===== src/rtl/fetch_unit_if.sv =====
`default_nettype none
// ============================================================================
//  Module      : fetch_unit_if
//  Description : Instruction-memory read bus between the fetch stage and the
//                instruction memory.
//                  mem_rd    - read request (driven by fetch stage)
//                  mem_addr  - word read address (driven by fetch stage)
//                  mem_ready - read data valid this cycle (driven by memory)
//                  mem_rdata - instruction word (driven by memory)
//  Revision    : 1.0 - initial release
// ============================================================================
interface fetch_unit_if #(
    parameter int ADDR_WIDTH = 16,
    parameter int DATA_WIDTH = 16
) ();
    logic                  mem_rd;
    logic [ADDR_WIDTH-1:0] mem_addr;
    logic                  mem_ready;
    logic [DATA_WIDTH-1:0] mem_rdata;

    // Fetch-stage side
    modport master (
        output mem_rd,
        output mem_addr,
        input  mem_ready,
        input  mem_rdata
    );

    // Memory side
    modport slave (
        input  mem_rd,
        input  mem_addr,
        output mem_ready,
        output mem_rdata
    );
endinterface
`default_nettype wire


===== src/rtl/fetch_unit.sv =====
`default_nettype none
// ============================================================================
//  Module      : fetch_unit
//  Description : Instruction fetch stage of the 16-bit processor. While the
//                FDE state code is FETCH it issues one read to instruction
//                memory, waits (unbounded) for mem_ready, latches the word
//                into ir and increments pc. In EXECUTE a taken branch loads
//                pc from branch_target. stall holds the FDE machine in FETCH
//                until the instruction has been captured.
//  Ports       : clk, reset      - clock, synchronous active-high reset
//                en              - global enable, all registers hold when low
//                state[1:0]      - FDE state code (00 F, 01 D, 10 E, 11 M)
//                branch_taken    - execute-stage branch decision
//                branch_target   - branch destination address
//                mem             - instruction-memory bus (master side)
//                ir, ir_valid    - instruction register and its valid flag
//                pc              - address of next fetch
//                stall           - combinational; FDE enable = en & ~stall
//  Revision    : 1.0 - initial release
// ============================================================================
module fetch_unit #(
    parameter int                    ADDR_WIDTH = 16,
    parameter int                    DATA_WIDTH = 16,
    parameter logic [ADDR_WIDTH-1:0] RESET_PC   = '0
) (
    input  wire logic                  clk,
    input  wire logic                  reset,
    input  wire logic                  en,
    input  wire logic [1:0]            state,
    input  wire logic                  branch_taken,
    input  wire logic [ADDR_WIDTH-1:0] branch_target,
    fetch_unit_if.master               mem,
    output logic [DATA_WIDTH-1:0]      ir,
    output logic [ADDR_WIDTH-1:0]      pc,
    output logic                       ir_valid,
    output logic                       stall
);

    localparam logic [1:0]            c_ST_FETCH = 2'b00;
    localparam logic [1:0]            c_ST_EXEC  = 2'b10;
    localparam logic [ADDR_WIDTH-1:0] c_PC_ONE   = {{(ADDR_WIDTH-1){1'b0}}, 1'b1};

    typedef enum logic [1:0] {
        F_IDLE = 2'd0,
        F_REQ  = 2'd1,
        F_DONE = 2'd2
    } fstate_t;

    fstate_t               r_fsm;
    fstate_t               w_fsm_next;

    logic [ADDR_WIDTH-1:0] r_pc,       w_pc_next;
    logic [DATA_WIDTH-1:0] r_ir,       w_ir_next;
    logic                  r_ir_valid, w_ir_valid_next;
    logic                  r_mem_rd,   w_mem_rd_next;
    logic [ADDR_WIDTH-1:0] r_mem_addr, w_mem_addr_next;

    // ------------------------------------------------------------------
    // State and datapath registers
    // ------------------------------------------------------------------
    always_ff @(posedge clk) begin
        if (reset) begin
            r_fsm      <= F_IDLE;
            r_pc       <= RESET_PC;
            r_ir       <= '0;
            r_ir_valid <= 1'b0;
            r_mem_rd   <= 1'b0;
            r_mem_addr <= '0;
        end else begin
            r_fsm      <= w_fsm_next;
            r_pc       <= w_pc_next;
            r_ir       <= w_ir_next;
            r_ir_valid <= w_ir_valid_next;
            r_mem_rd   <= w_mem_rd_next;
            r_mem_addr <= w_mem_addr_next;
        end
    end

    // ------------------------------------------------------------------
    // Next-state and next-value logic
    // ------------------------------------------------------------------
    always_comb begin
        w_fsm_next      = r_fsm;
        w_pc_next       = r_pc;
        w_ir_next       = r_ir;
        w_ir_valid_next = r_ir_valid;
        w_mem_rd_next   = r_mem_rd;
        w_mem_addr_next = r_mem_addr;

        if (en) begin
            unique case (r_fsm)
                F_IDLE: begin
                    if (state == c_ST_FETCH) begin
                        w_mem_rd_next   = 1'b1;
                        w_mem_addr_next = r_pc;
                        w_fsm_next      = F_REQ;
                    end
                end
                F_REQ: begin
                    if (state != c_ST_FETCH) begin
                        // FDE machine moved on without honouring stall:
                        // drop the outstanding request, keep pc/ir.
                        w_mem_rd_next = 1'b0;
                        w_fsm_next    = F_IDLE;
                    end else if (mem.mem_ready) begin
                        w_ir_next       = mem.mem_rdata;
                        w_ir_valid_next = 1'b1;
                        w_pc_next       = r_pc + c_PC_ONE;
                        w_mem_rd_next   = 1'b0;
                        w_fsm_next      = F_DONE;
                    end
                end
                F_DONE: begin
                    w_fsm_next = F_IDLE;
                end
                default: begin
                    w_fsm_next = F_IDLE;
                end
            endcase

            // Fetch completion only happens in FETCH, so it never collides
            // with a branch, which only happens in EXECUTE.
            if ((state == c_ST_EXEC) && branch_taken) begin
                w_pc_next = branch_target;
            end
        end
    end

    // F_DONE releases the stall so the FDE state advances on that edge.
    assign stall        = (state == c_ST_FETCH) && (r_fsm != F_DONE);

    assign pc           = r_pc;
    assign ir           = r_ir;
    assign ir_valid     = r_ir_valid;
    assign mem.mem_rd   = r_mem_rd;
    assign mem.mem_addr = r_mem_addr;

endmodule
`default_nettype wire

===== src/flat_wrapper.sv =====
// flat-port wrapper written by rule: the top's interface ports become plain ports
module fetch_unit_flat 
#(
    parameter int                    ADDR_WIDTH = 16,
    parameter int                    DATA_WIDTH = 16,
    parameter logic [ADDR_WIDTH-1:0] RESET_PC   = '0
)
  (clk, reset, en, state, branch_taken, branch_target, ir, pc, ir_valid, stall, mem_mem_rd, mem_mem_addr, mem_mem_ready, mem_mem_rdata);
  fetch_unit_if #(.ADDR_WIDTH(ADDR_WIDTH), .DATA_WIDTH(DATA_WIDTH)) mem_i ();
  input  wire logic clk;
  input  wire logic reset;
  input  wire logic en;
  input  wire logic [1:0] state;
  input  wire logic branch_taken;
  input  wire logic [ADDR_WIDTH-1:0] branch_target;
  output logic [DATA_WIDTH-1:0] ir;
  output logic [ADDR_WIDTH-1:0] pc;
  output logic ir_valid;
  output logic stall;
  output wire logic [$bits(mem_i.mem_rd)-1:0] mem_mem_rd;
  output wire logic [$bits(mem_i.mem_addr)-1:0] mem_mem_addr;
  input wire logic [$bits(mem_i.mem_ready)-1:0] mem_mem_ready;
  input wire logic [$bits(mem_i.mem_rdata)-1:0] mem_mem_rdata;
  assign mem_mem_rd = mem_i.mem_rd;
  assign mem_mem_addr = mem_i.mem_addr;
  assign mem_i.mem_ready = mem_mem_ready;
  assign mem_i.mem_rdata = mem_mem_rdata;
  fetch_unit #(.ADDR_WIDTH(ADDR_WIDTH), .DATA_WIDTH(DATA_WIDTH), .RESET_PC(RESET_PC)) u_core (.clk(clk), .reset(reset), .en(en), .state(state), .branch_taken(branch_taken), .branch_target(branch_target), .mem(mem_i), .ir(ir), .pc(pc), .ir_valid(ir_valid), .stall(stall));
endmodule

===== config.mk =====
export PLATFORM = sky130hd
export DESIGN_NAME = fetch_unit_flat
export DESIGN_NICKNAME = d
export VERILOG_FILES = /design/src/rtl/fetch_unit_if.sv /design/src/rtl/fetch_unit.sv /design/src/flat_wrapper.sv
export SDC_FILE = /design/constraint.sdc
export NUM_CORES = 1
export LEC_CHECK = 0
export ABC_AREA = 1
export BUFFER_PORTS_ARGS = -buffer_cell sky130_fd_sc_hd__buf_4
export CAP_MARGIN = 20
export CORE_MARGIN = 3
export CORE_UTILIZATION = 44
export CTS_CLUSTER_SIZE = 24
export DETAILED_ROUTE_END_ITERATION = 12
export GPL_TIMING_DRIVEN = 0
export PLACE_DENSITY = 0.79
export SLEW_MARGIN = 10
export SYNTH_ARGS = -nofsm -noshare
export SYNTH_HDL_FRONTEND = slang
export SYNTH_SLANG_ARGS = --single-unit

===== constraint.sdc =====
create_clock -name clk -period 1.3 [get_ports clk]
set_input_delay 0.13 -clock clk [delete_from_list [all_inputs] [get_ports clk]]
set_output_delay 0.13 -clock clk [all_outputs]
set_load 0.1 [all_outputs]

==> flow_summary.yaml <==
min_path:
  hp-class: "in2reg"
  hp-start: "reset"
place:
  port_buffers: 89
  placed_cells: 514
  detailed_place_hpwl_microns: 5004
  gp_congestion: 0.8717
pwr:
  p_seq_share_pct: 50.4
  power_frac_comb_pct: 20.5
  internal_power_w: 0.002246
  vdd_drop_max_v: 0.0006047
  clkPwrFrac_pct: 29.1
  p_leak_nw: 1.622
  power_switching_w: 0.001000
  p_sw_share_pct: 30.81
  power.density_mw_per_mm2: 890.5
logic_synthesis:
  synth.area.top_cells: "dfxtp_1, o21ai_0, nor2_1"
  synth_top_area_share_pct: 42.36
  syn-num-nets: 395
  ys_seq_elements: 52
  ys_seq_area_share_pct: 42.36
  syn_inst: 355
  yosysTopAreaCell: "dfxtp_1"
  avgSynthCellArea_sq_um: 6.922
  netlist_area_sq_mm: 0.002457
  yosysUniqueCellTypes: 28
  yosys_warnings: 0
clocking:
  clock_path_buffers: 2
  cts_sinks: 52
  tritoncts: "yes"
  cts_root_buffer: "clkbuf_8"
  clk_latency_ps: 310
  path_clk_slew_ps: 90
  htreeDepth: 2
  numCtsBuffers: 5
sta:
  worstMarginPinSlew_ps: 434.3
  slew_violations: 0
  hold_viol: 0
  clock_skew_ps: 6.698
  max_clock_freq_mhz: 738.0
  rsz0062_at_grt: "true"
  finalCriticalPeriod_ps: 1355
  timing.setup.tns_ps: -248.6
  fin_crit_sh_pct: 104.2
  finalSetupViolations: 9
  worst_slack_ps: -54.95
  relSlewSlack_pct: 71.05
drt:
  vias: 2668
  drtIter0Drc: 221
  avgViaCountPerCell: 4.978
  drc: 0
  routedWlPerCell_microns: 13.04
  ant_nets: 0
  dr.pass1.iters: 4
  wl_microns: 6992
critical_path:
  cp-start-kind: "flip-flop"
  worstPathMaxFanout: 5
  startpoint: "u_core.r_fsm[0]"
  end_kind: "flip-flop"
  critPathKind: "reg2reg"
  arrival_ps: 1590
  cp.required_ps: 1530
  r2r_start: "u_core.r_fsm[0]"
cells_and_area:
  most-common-layout-cells: "buf_4, nor2_1, nand2_1"
  final_cells: 536
  layout-drive-gt1-share_pct: 37.55
  syn2layout_area_growth_pct: 48.32
  antenna_cells: 0
  nFillCells: 450
  nets: 505
  mostFrequentLayoutCell: "buf_4"
floorplan:
  die_area_sq_mm: 0.006517
  start_util_pct: 46.92
  num_rows: 26
  io_pins: 90
  coreArea_sq_mm: 0.005238
  die_y_microns: 80.73
  dieWidth_microns: 80.73
grt:
  grt_pass1_wl_microns: 11170
  grt_pass1_vias: 2479
  grt.overflow.total: 0
  grt_antenna_before_repair: 0
  grt_max_degree: 15
  grt_usage_pct: 21.79
outcome:
  failed_checks: "negative setup slack"
  run_status: "finished with violations"
flow_run:
  max_cap_viol_count: 0
[cell type report]
cell class | instances | area (sq um) | share of cell area (%)
Timing Repair Buffer | 103 | 802.0 | 22.00
Buffer | 15 | 106.4 | 2.918
Multi-Input combinational cell | 248 | 1303 | 35.74
Sequential cell | 52 | 1104 | 30.28
Tap cell | 70 | 87.58 | 2.403
Inverter | 40 | 152.6 | 4.188
Clock buffer | 8 | 90.09 | 2.472
[power by group through the flow]
stage                     clock (W)  combinational [W]  sequential (W)
after floorplan                   0           0.000159         0.00194
after global placement            0           0.000622         0.00167
after detailed placement          0           0.000628         0.00167
after CTS                  0.000976           0.000636         0.00164
after global routing        0.00102           0.000704         0.00164
final                      0.000945           0.000664         0.00164
[per-layer routing]
| layer | share of wire [%] | GRT usage, % |
|---|---|---|
| met4 | 1.3 | 6.757 |
| met3 | 9.5 | 6.541 |
| met5 | 0 | 0 |
| met2 | 49 | 37.50 |
| met1 | 40 | 26.10 |
[cells in the mapped netlist (all sizes together)]
| cell | number |
|---|---|
| buf | 8 |
| nand4 | 4 |
| inv | 40 |
| nand2 | 57 |
| xor2 | 1 |
| mux2i | 1 |
| clkbuf | 7 |
| o21ai | 53 |
| nand3 | 19 |
| a31oi | 1 |
| a21oi | 36 |
| nor2 | 73 |
| ha | 1 |
| o211a | 1 |
| o211ai | 1 |
| dfxtp | 52 |
[flip-flops by register name (all words and copies together) (netlist names)]
register / flops
u_core.ir_valid: 1
u_core.r_fsm: 2
u_core.pc: 16
u_core.mem.mem_addr: 16
u_core.ir: 16
u_core.mem.mem_rd: 1
[kinds of logic after synthesis]
| kind of cell | share of synthesized area, % |
|---|---|
| muxes | 0.4073 |
| buffers and inverters | 9.368 |
| adders and majority gates | 0.5091 |
| DFF | 42.36 |
| xor gates and xnor gates | 0.3565 |
| AOI/OAI and AO/OA | 20.01 |
| and+or+nand+nor | 26.99 |
[through the flow]
| stage | power, W | setup WS [ps] | util, % | hold slack, ps | cell area, sq um |
|---|---|---|---|---|---|
| 4_1_cts | 0.003250 | -44.17 | 66.29 | -11.92 | 3472 |
| 2_1_floorplan | 0.002101 | -90.52 | - | 189.4 | 2556 |
| 5_1_grt | 0.003366 | -146.2 | 69.59 | -9.391 | 3645 |
| 6_report | 0.003246 | -54.95 | 69.59 | 0.6266 | 3645 |
| 3_5_place_dp | 0.002302 | -200.5 | 63.23 | 316.2 | 3312 |
| 3_3_place_gp | 0.002296 | -180.8 | 63.23 | 318.0 | 3312 |
[worst paths after layout]
check	slack, ps	endpoint	depth (start not counted)
worst max register to register	-50	u_core.pc[10]	8
worst min register to register	450	u_core.mem.mem_addr[0]	2
worst max-delay path	-50	u_core.pc[10]	8
worst min-delay path	0.6	u_core.pc[10]	2
[worst max-delay path: stages, from the launching register on]
cell	delay (ps)
dfxtp_4	360
inv_4	80
nor2_4	50
nand2_2	80
nor2_4	50
a21oi_4	240
buf_4	200
nand2_1	60
a21oi_1	150
[repair_timing]
action                     CTS  global route
setup endpoints to repair   45            51
cloned                       0             3
setup buffers                5             6
hold endpoints to repair     2             2
pin swaps                    1            21
resized for setup            9            40
No activity file was read; power rests on OpenSTA's default activity.
